--- src/rtl/pipe_pkg.sv ---
// Shared types for the pipeline stall/flush controller.
//   REG_IDX_W     : width of a register-file index
//   stage_en_t    : per-stage register load enables
//   stage_flush_t : per-stage register flush (load NOP) strobes
//   adv_mode_t    : what the pipeline does in the current cycle
package pipe_pkg;

  localparam int unsigned REG_IDX_W = 5;

  typedef struct packed {
    logic pc;
    logic if_id;
    logic id_ex;
    logic ex_mem;
    logic mem_wb;
  } stage_en_t;

  typedef struct packed {
    logic if_id;
    logic id_ex;
  } stage_flush_t;

  typedef enum logic [1:0] {
    MODE_STALL  = 2'd0,  // a memory port is still waiting: freeze everything
    MODE_FLUSH  = 2'd1,  // taken redirect: squash the two younger instructions
    MODE_BUBBLE = 2'd2,  // load-use: hold PC/IF_ID, inject NOP into ID_EX
    MODE_RUN    = 2'd3   // normal advance
  } adv_mode_t;

  localparam stage_en_t    EN_NONE = '0;
  localparam stage_en_t    EN_ALL  = '1;
  localparam stage_flush_t FL_NONE = '0;

endpackage

--- src/rtl/sat_counter.sv ---
// Saturating up-counter used for the pipeline performance counters.
//   clk   : clock
//   reset : synchronous, active-high clear
//   inc   : count one event this cycle
//   count : current value; sticks at all-ones instead of wrapping
module sat_counter #(
  parameter int unsigned CNT_W = 32
) (
  input  logic             clk,
  input  logic             reset,
  input  logic             inc,
  output logic [CNT_W-1:0] count
);

  logic [CNT_W-1:0] r_count;

  always_ff @(posedge clk) begin
    if (reset) begin
      r_count <= '0;
    end else if (inc && (r_count != '1)) begin
      r_count <= r_count + CNT_W'(1);
    end
  end

  assign count = r_count;

endmodule

--- src/rtl/pipe_ctrl.sv ---
// Central stall/flush controller for the 5-stage RV32I pipeline.
// Drives the load/flush strobes of every pipeline register, arbitrates the
// instruction/data memory handshakes, detects load-use hazards and taken
// branches, and keeps saturating stall/bubble/flush counters.
//   clk, reset                  : clock, synchronous active-high reset
//   imem_read / imem_resp       : fetch request / one-cycle data-valid pulse
//   mem_op, dmem_req, dmem_resp : EX_MEM data access, request gate, done pulse
//   id_rs1/2, id_use_rs1/2      : IF_ID source registers and their use flags
//   ex_is_load, ex_rd           : ID_EX load flag and destination register
//   br_taken                    : ID_EX instruction redirects the PC
//   load_*                      : PC and stage register enables
//   flush_if_id, flush_id_ex    : load NOP instead of upstream data
//   stall_cnt/bubble_cnt/flush_cnt : saturating performance counters
module pipe_ctrl
  import pipe_pkg::*;
#(
  parameter int unsigned CNT_W = 32
) (
  input  logic                 clk,
  input  logic                 reset,
  output logic                 imem_read,
  input  logic                 imem_resp,
  input  logic                 mem_op,
  output logic                 dmem_req,
  input  logic                 dmem_resp,
  input  logic [REG_IDX_W-1:0] id_rs1,
  input  logic [REG_IDX_W-1:0] id_rs2,
  input  logic                 id_use_rs1,
  input  logic                 id_use_rs2,
  input  logic                 ex_is_load,
  input  logic [REG_IDX_W-1:0] ex_rd,
  input  logic                 br_taken,
  output logic                 load_pc,
  output logic                 load_if_id,
  output logic                 load_id_ex,
  output logic                 load_ex_mem,
  output logic                 load_mem_wb,
  output logic                 flush_if_id,
  output logic                 flush_id_ex,
  output logic [CNT_W-1:0]     stall_cnt,
  output logic [CNT_W-1:0]     bubble_cnt,
  output logic [CNT_W-1:0]     flush_cnt
);

  // Response already seen on a port while the other port was still waiting.
  logic r_i_done;
  logic r_d_done;

  logic         w_i_ok;
  logic         w_d_ok;
  logic         w_adv;
  logic         w_hazard;
  adv_mode_t    w_mode;
  stage_en_t    w_en;
  stage_flush_t w_fl;

  // Responses during reset are ignored, so the ok terms are gated by reset;
  // this also keeps every load/flush strobe low while reset is held.
  assign w_i_ok = !reset & (r_i_done | imem_resp);
  assign w_d_ok = !reset & (!mem_op | r_d_done | dmem_resp);
  assign w_adv  = w_i_ok & w_d_ok;

  assign imem_read = !reset & !r_i_done;
  assign dmem_req  = !reset & mem_op & !r_d_done;

  always_ff @(posedge clk) begin
    if (reset) begin
      r_i_done <= 1'b0;
      r_d_done <= 1'b0;
    end else if (w_adv) begin
      r_i_done <= 1'b0;
      r_d_done <= 1'b0;
    end else begin
      if (imem_resp) begin
        r_i_done <= 1'b1;
      end
      if (mem_op && dmem_resp) begin
        r_d_done <= 1'b1;
      end
    end
  end

  // x0 is never a real producer, so a load to x0 cannot create a hazard.
  assign w_hazard = ex_is_load & (ex_rd != '0) &
                    ((id_use_rs1 & (id_rs1 == ex_rd)) |
                     (id_use_rs2 & (id_rs2 == ex_rd)));

  always_comb begin
    w_mode = MODE_STALL;
    if (w_adv) begin
      if (br_taken) begin
        w_mode = MODE_FLUSH;
      end else if (w_hazard) begin
        w_mode = MODE_BUBBLE;
      end else begin
        w_mode = MODE_RUN;
      end
    end
  end

  always_comb begin
    w_en = EN_NONE;
    w_fl = FL_NONE;
    unique case (w_mode)
      MODE_STALL: begin
        w_en = EN_NONE;
        w_fl = FL_NONE;
      end
      MODE_FLUSH: begin
        w_en       = EN_ALL;
        w_fl.if_id = 1'b1;
        w_fl.id_ex = 1'b1;
      end
      MODE_BUBBLE: begin
        // Older stages drain while PC and IF_ID hold the dependent instruction.
        w_en.pc     = 1'b0;
        w_en.if_id  = 1'b0;
        w_en.id_ex  = 1'b1;
        w_en.ex_mem = 1'b1;
        w_en.mem_wb = 1'b1;
        w_fl.id_ex  = 1'b1;
      end
      MODE_RUN: begin
        w_en = EN_ALL;
        w_fl = FL_NONE;
      end
      default: begin
        w_en = EN_NONE;
        w_fl = FL_NONE;
      end
    endcase
  end

  assign load_pc     = w_en.pc;
  assign load_if_id  = w_en.if_id;
  assign load_id_ex  = w_en.id_ex;
  assign load_ex_mem = w_en.ex_mem;
  assign load_mem_wb = w_en.mem_wb;
  assign flush_if_id = w_fl.if_id;
  assign flush_id_ex = w_fl.id_ex;

  logic w_inc_stall;
  logic w_inc_bubble;
  logic w_inc_flush;

  assign w_inc_stall  = (w_mode == MODE_STALL);
  assign w_inc_bubble = (w_mode == MODE_BUBBLE);
  assign w_inc_flush  = (w_mode == MODE_FLUSH);

  sat_counter #(.CNT_W(CNT_W)) u_stall_cnt (
    .clk   (clk),
    .reset (reset),
    .inc   (w_inc_stall),
    .count (stall_cnt)
  );

  sat_counter #(.CNT_W(CNT_W)) u_bubble_cnt (
    .clk   (clk),
    .reset (reset),
    .inc   (w_inc_bubble),
    .count (bubble_cnt)
  );

  sat_counter #(.CNT_W(CNT_W)) u_flush_cnt (
    .clk   (clk),
    .reset (reset),
    .inc   (w_inc_flush),
    .count (flush_cnt)
  );

endmodule

--- config.mk ---
export PLATFORM = sky130hd
export DESIGN_NAME = pipe_ctrl
export DESIGN_NICKNAME = d
export VERILOG_FILES = /design/src/rtl/pipe_pkg.sv /design/src/rtl/sat_counter.sv /design/src/rtl/pipe_ctrl.sv
export SDC_FILE = /design/constraint.sdc
export NUM_CORES = 1
export LEC_CHECK = 0
export BUFFER_PORTS_ARGS = -buffer_cell sky130_fd_sc_hd__buf_2
export CORE_MARGIN = 3
export CORE_UTILIZATION = 54
export CTS_BUF_LIST = sky130_fd_sc_hd__clkbuf_4 sky130_fd_sc_hd__clkbuf_8 sky130_fd_sc_hd__clkbuf_16
export DETAILED_ROUTE_END_ITERATION = 8
export PLACE_DENSITY = 0.87
export SETUP_SLACK_MARGIN = 0.02
export SYNTH_ARGS = -nofsm -noshare
export SYNTH_HDL_FRONTEND = slang
export SYNTH_SLANG_ARGS = --single-unit
--- constraint.sdc ---
create_clock -name clk -period 4.1 [get_ports clk]
set_clock_uncertainty 0.05 [all_clocks]
set_input_delay 0.205 -clock clk [delete_from_list [all_inputs] [get_ports clk]]
set_output_delay 0.205 -clock clk [all_outputs]
set_load 0.005 [all_outputs]
==> results.toml, run 1 <==
[floorplanning]
placeableCoreArea_mm2 = 0.00946
io_pins = 129
starting_density_of_the_core = 0.571
floorplan.die.width_um = 106
rows = 35
fp.dieArea_mm2 = 0.0112
die-height_um = 106

[cts]
cts_buffer_count = 9
worst_setup_hold_path_clk_slew_ns = 0.10
clock_insertion_delay_worst_skew_ns = 0.36
post_cts.resized_instances = 0
tritoncts_clock_tree = "yes"
depth_of_the_cts_h_tree = 3
clk_path_buf_depth = 2
cts-root-buf = "clkbuf_8"
cts.sinks = 98

[outcome]
outcome = "complete, no violations"

[yosys]
yosys.area.top_type = "dfxtp_1"
synth_enable_flop_cells = 0
ys_async_sr_fraction = 0
ys_top_cells_by_area = "dfxtp_1 (36%), a21oi_1 (4.9%), or3_1 (4.5%)"
synth.distinct_cells = 65
synthCells = 631
ys.warnings.count = 0
syn-num-nets = 662
synth-main-ff-cell = "dfxtp_1"
yosys_register_bits = 98
synth_sequential_area_ratio = 0.363
synth_area_per_cell_um2 = 8.56
synthesis.area_mm2 = 0.00540
synth_top_area_frac = 0.363

[pwr]
p_leak_nw = 2.40
power.density_mw_per_mm2 = 266
worst_ir_drop_vdd_mv = 0.193

[critical_path]
worstSetupEndpointType = "register"
cp_data_required_time_ns = 4.34
arrival_ns = 3.42
regToRegStartpoint = "r_d_done$_SDFFE_PP0P_"
crit_start = "ex_rd[1]"
critical_path_class = "input pin to register"
setup.worst_path.start_class = "input pin"
crit_fanout = 13

[timing]
fin_crit_ns = 3.18
achievable-frequency_ghz = 0.315
slew_headroom = 0.305
setup_viol = 0
finalCritPeriodShare = 0.774
layout_setup_ws_ns = 0.925
worst-slew-pin-transition_ns = 1.03
timing.setup.tns_ns = 0
final-hold-violation-count = 0
setup_repair_after_global_routing_missed_its_margin = "no"
maxSlewViolCount = 0

[place]
detailed_place_hpwl_mm = 10.1
total_of_buffers_placed_on_input_and_output_ports = 128
pre_cts_ws_ns = 0.609
gpl.final_weighted_congestion = 0.871

[final_layout]
design.final.nets = 780
syn2layout_area_growth_pct = 16.4
antenna-diode-count = 0
final_layout_size_suffix_gt1_frac = 0.249

[global_route]
grt_pass1_vias = 5174
gr-total-overflow = 0
first_pass_grt_wire_length_mm = 24.0
maximum_number_of_pins_on_one_net_before_global_route_repair = 73
grt_use_total = 0.252
number_of_antenna_violations_at_the_first_check_in_global_routing = 0

[route]
final_routed_wirelength_across_all_metal_layers_mm = 14.1
wl_per_cell_um = 16.0
route.antenna.remaining_nets = 0
drc = 0
avgViaCountPerCell = 6.22
starting_drc_count_in_detailed_routing = 336
drtPass1Iterations = 5
detailroute.via_count = 5488

[worst_hold_path]
worstHoldPathType = "input pin to register"
hp-start = "reset"

[run]
number_of_max_cap_violations = 0
==> cell usage after synthesis (14+ instances only) <==
library cell	number
dfxtp_1	98
or4_1	30
inv_1	14
xor2_1	18
o31ai_1	25
a21oi_1	53
o21ai_0	32
nand3_1	32
nand2_1	41
or3_1	39
nand4_1	28
nor2_1	47
==> final timing paths <==
kind	to	slack [ns]	cells past startpoint
max	u_stall_cnt.count[26]$_SDFFE_PP0P_	0.92	13
min	r_i_done$_SDFFE_PP0P_	0.11	3
max reg2reg	u_bubble_cnt.count[28]$_SDFFE_PP0P_	1.01	10
min reg2reg	u_bubble_cnt.count[15]$_SDFFE_PP0P_	0.45	2
==> state kept, by name, indices dropped and copies added (netlist names) <==
signal,cells
r_d_done,1
u_bubble_cnt.count,32
u_stall_cnt.count,32
r_i_done,1
u_flush_cnt.count,32
==> metrics by stage <==
step | utilization | hold slack, ns | instance area [um2] | instances | total power [mW]
after global routing | 0.665 | 0.119 | 6290 | 883 | 1.74
after global placement | 0.644 | 0.358 | 6090 | 866 | 1.08
final | 0.665 | 0.111 | 6290 | 883 | 1.68
after floorplan | - | 0.234 | 5400 | 631 | 1.04
after detailed placement | 0.644 | 0.366 | 6090 | 866 | 1.09
after CTS | 0.665 | 0.0949 | 6290 | 883 | 1.68
==> logic make-up after synthesis <==
logic type | count (synthesis) | share of synthesized area
muxes | 12 | 0.0248
DFF | 98 | 0.363
xor gates and xnor gates | 25 | 0.0405
AOI/OAI and AO/OA | 154 | 0.187
adders and majority gates | 7 | 0.0162
and+or+nand+nor | 295 | 0.331
buffers and inverters | 40 | 0.0375
==> cells in the final DEF, fill, tap and decap left out, drive strengths merged, types with 2 or more instances in the layout <==
cell,n
nor3,9
nor2,47
nor2b,11
a21oi,63
clkinv,4
o21bai,2
and4,9
or4,33
inv,14
xor2,18
o311ai,4
clkbuf,11
and2,4
nor4,19
mux2i,4
ha,7
dfxtp,98
o41ai,3
o31ai,27
o21ai,41
nand2b,2
nand4,31
a31oi,2
nand3,33
nand2,42
buf,132
xnor2,7
or3,40
mux2,8
o211ai,4
and3,7
or2,4
==> per-layer routing <==
layer | wire length, um | global-route usage | vias up | part of all wire
met5 | 0 | 0 | - | 0
met4 | 315 | 0.0916 | 0 | 0.022
met3 | 1030 | 0.0413 | 32 | 0.073
met2 | 6690 | 0.418 | 237 | 0.47
met1 | 6070 | 0.330 | 2596 | 0.43
li1 | - | - | 2623 | -
==> worst max-delay path: stages <==
cell      delay [ns]
buf_2           0.12
xor2_1          0.16
nor4_1          0.25
and3_1          0.18
a31oi_1         0.05
o41ai_1         0.34
buf_4           0.19
ha_1            0.35
inv_1           0.12
nor3_1          0.28
o211ai_1        0.42
or4_1           0.59
a21oi_1         0.14
==> repair_timing <==
item,CTS,global route
setup buffers,0,0
hold buffers,1,0
hold endpoints to repair,1,0
==> cell type report <==
type                       instances  area, um2
inverter                          14       52.6
fill                             824       3170
clock inverter                     5       38.8
clock buffer                      11        151
sequential                        98       1960
tap                              129        161
multi-input combinational        493       3240
timing repair buffer             133        683
==> where the power goes <==
part,internal (mW),switching (mW)
clock network,0.257,0.354
registers,0.958,0.00983
logic,0.0394,0.0578
Power figures use the tool's default switching activity.
==> inputs of run 2 (changes only) <==
- ABC_AREA: default -> 1
- CORE_UTILIZATION: 54 -> 56
- PLACE_DENSITY: 0.87 -> 0.88
- clock period: 4.1 -> 3.04 ns (I/O delays scaled with it)
==> run 2 against run 1 <==
- cell area up 14%
- combinational power up 73%
- sequential power up 35%
- largest power group unchanged
- final cell count up 46%
- global-route usage up 0.71 points
==> results.toml, run 2 <==
[timing]
achievable-frequency_ghz = 0.414
maxSlewViolCount = 0
setup_viol = 0
final-hold-violation-count = 0
setup_repair_after_global_routing_missed_its_margin = "no"
slew_headroom = 0.496
worst-slew-pin-transition_ns = 0.755
fin_crit_ns = 2.42
final.hold.worst_slack_ns = 0.0475
finalCritPeriodShare = 0.795
layout_setup_ws_ns = 0.623
timing.setup.tns_ns = 0

[pwr]
switching_share = 0.231
worst_ir_drop_vdd_mv = 0.295
total_switching_power_mw = 0.586
power_frac_clock = 0.417
internal_pwr_total_mw = 1.95
power.density_mw_per_mm2 = 353
post-layout-total-power_mw = 2.54
p_leak_nw = 3.26
power_frac_seq = 0.517
combinational_group_share_of_total_power = 0.066

[floorplanning]
placeableCoreArea_mm2 = 0.0106
die-height_um = 112
fp.dieArea_mm2 = 0.0125
starting_density_of_the_core = 0.591
io_pins = 129
floorplan.die.width_um = 112
rows = 37

[route]
avgViaCountPerCell = 5.41
route.antenna.remaining_nets = 0
starting_drc_count_in_detailed_routing = 578
drtPass1Iterations = 7
drc = 0
detailroute.via_count = 6963
final_routed_wirelength_across_all_metal_layers_mm = 16.5
wl_per_cell_um = 12.8

[yosys]
synth_sequential_area_ratio = 0.313
synth-main-ff-cell = "dfxtp_1"
synth_area_per_cell_um2 = 6.08
synth.top_cells.by_count = "nand2_1 (279), nor2_1 (219), inv_1 (110)"
ys_async_sr_fraction = 0
ys.warnings.count = 0
post-synth-top-count-cell = "nand2_1"
ys_top_cells_by_area = "dfxtp_1 (31%), nand2_1 (17%), nor2_1 (13%)"
synth.distinct_cells = 36
synthesis.area_mm2 = 0.00626
yosys_register_bits = 98
synth_top_area_frac = 0.313
synth_enable_flop_cells = 0
syn-num-nets = 1061
synthCells = 1030
yosys.area.top_type = "dfxtp_1"

[cts]
tritoncts_clock_tree = "yes"
cts-root-buf = "clkbuf_8"
clock_insertion_delay_worst_skew_ns = 0.39
clk_path_buf_depth = 2
cts.sinks = 98
worst_setup_hold_path_clk_slew_ns = 0.09
depth_of_the_cts_h_tree = 3
cts_post_setup_buffers_inserted = 0
cts_buffer_count = 9

[outcome]
outcome = "complete, no violations"

[place]
gpl.final_weighted_congestion = 0.953
detailed_place.area_mm2 = 0.00692
detailed_place_hpwl_mm = 12.1
pre_cts_ws_ns = 0.571
total_of_buffers_placed_on_input_and_output_ports = 128
dpl.cell_count = 1271

[final_layout]
final_layout_size_suffix_gt1_frac = 0.172
layout.cells.non_filler = 1288
syn2layout_area_growth_pct = 14.7
layout.core_utilization = 0.678
design.final.nets = 1179
antenna-diode-count = 0
mostFrequentLayoutCells = "nand2_1 (279), nor2_1 (219), buf_2 (128)"
leading_cell_type_in_the_layout_fill_and_taps_excluded = "nand2_1"
finish.instance_area_mm2 = 0.00719

[critical_path]
arrival_ns = 2.66
worstSetupEndpointType = "register"
critical_path_class = "register to register"
cp_data_required_time_ns = 3.28
rrSetupSlack_ns = 0.62
crit_fanout = 8
setup.worst_path.start_class = "register"

[global_route]
number_of_antenna_violations_at_the_first_check_in_global_routing = 0
met2_usage = 0.422
gr-total-overflow = 0
grt.met3_usage = 0.0745
grt_use_total = 0.259
grt.busiest_layer = "met2"
first_pass_grt_wire_length_mm = 27.3
grt_pass1_vias = 6024
grt_util_met1 = 0.334
maximum_number_of_pins_on_one_net_before_global_route_repair = 69

[run]
number_of_max_cap_violations = 0

[worst_hold_path]
worstHoldPathType = "input pin to register"
## run 2: cell count changes after synthesis, sizes merged, moves of 27 or more
cell,change
or3,-40
o31ai,-27
nand2,+246
nand3,+67
or4,-33
nor2,+194
inv,+96
## run 2: critical path: stages, from the launching register on
cell and delay [ns]:
dfxtp_1 0.35, o21ai_0 0.13, nor2_1 0.21, nand2_1 0.15, inv_1 0.13, ha_1 0.17
inv_1 0.12, nor2_2 0.30, nand4_1 0.24, nor2_1 0.25, nand3_1 0.10, nand2_1 0.07
nor2_1 0.05
## run 2: cell families after synthesis
logic type,Yosys count,synth area share
XOR/XNOR,14,0.0196
AO/OA/AOI/OAI,87,0.0757
buffers and inverters,138,0.0969
flip-flops,98,0.313
AND/OR/NAND/NOR,686,0.481
adder cells (fa/ha/maj),7,0.0140
## run 2: path summary, 6_finish.rpt
| path | start | endpoint | depth (start not counted) |
|---|---|---|---|
| worst max register to register | r_i_done$_SDFFE_PP0P_ | u_flush_cnt.count[20]$_SDFFE_PP0P_ | 12 |
| worst min-delay path | mem_op | r_d_done$_SDFFE_PP0P_ | 3 |
| worst min register to register | u_flush_cnt.count[1]$_SDFFE_PP0P_ | u_flush_cnt.count[1]$_SDFFE_PP0P_ | 2 |
| worst max-delay path | r_i_done$_SDFFE_PP0P_ | u_flush_cnt.count[20]$_SDFFE_PP0P_ | 12 |
## run 2: power by group through the flow
stage / sequential [mW] / combinational, mW / clock (mW)
detailed placement: 1.34 / 0.168 / 0
floorplan: 1.34 / 0.108 / 0
global placement: 1.34 / 0.164 / 0
finish: 1.31 / 0.168 / 1.06
CTS: 1.31 / 0.170 / 1.08
global route: 1.31 / 0.191 / 1.13
## run 2: timing repair
item	4_1_cts	5_1_grt
endpoints found under the hold margin	1	0
setup endpoints to repair	0	0
resized for setup	0	0
hold buffers	2	0
## run 2: cell type report
class | instances | area [um2]
Multi-Input combinational cell | 794 | 3700
Fill cell | 985 | 3420
Sequential cell | 98 | 1960
Timing Repair Buffer | 134 | 691
Inverter | 111 | 417
Tap cell | 136 | 170
Clock buffer | 11 | 151
Clock inverter | 4 | 98.8
## run 2: routing by layer
layer | wire length [um] | share of wire | vias to the layer above
met2 | 7520 | 0.45 | 307
met3 | 1600 | 0.097 | 28
met5 | 0 | 0 | -
met1 | 7150 | 0.43 | 3126
li1 | - | - | 3502
met4 | 264 | 0.016 | 0
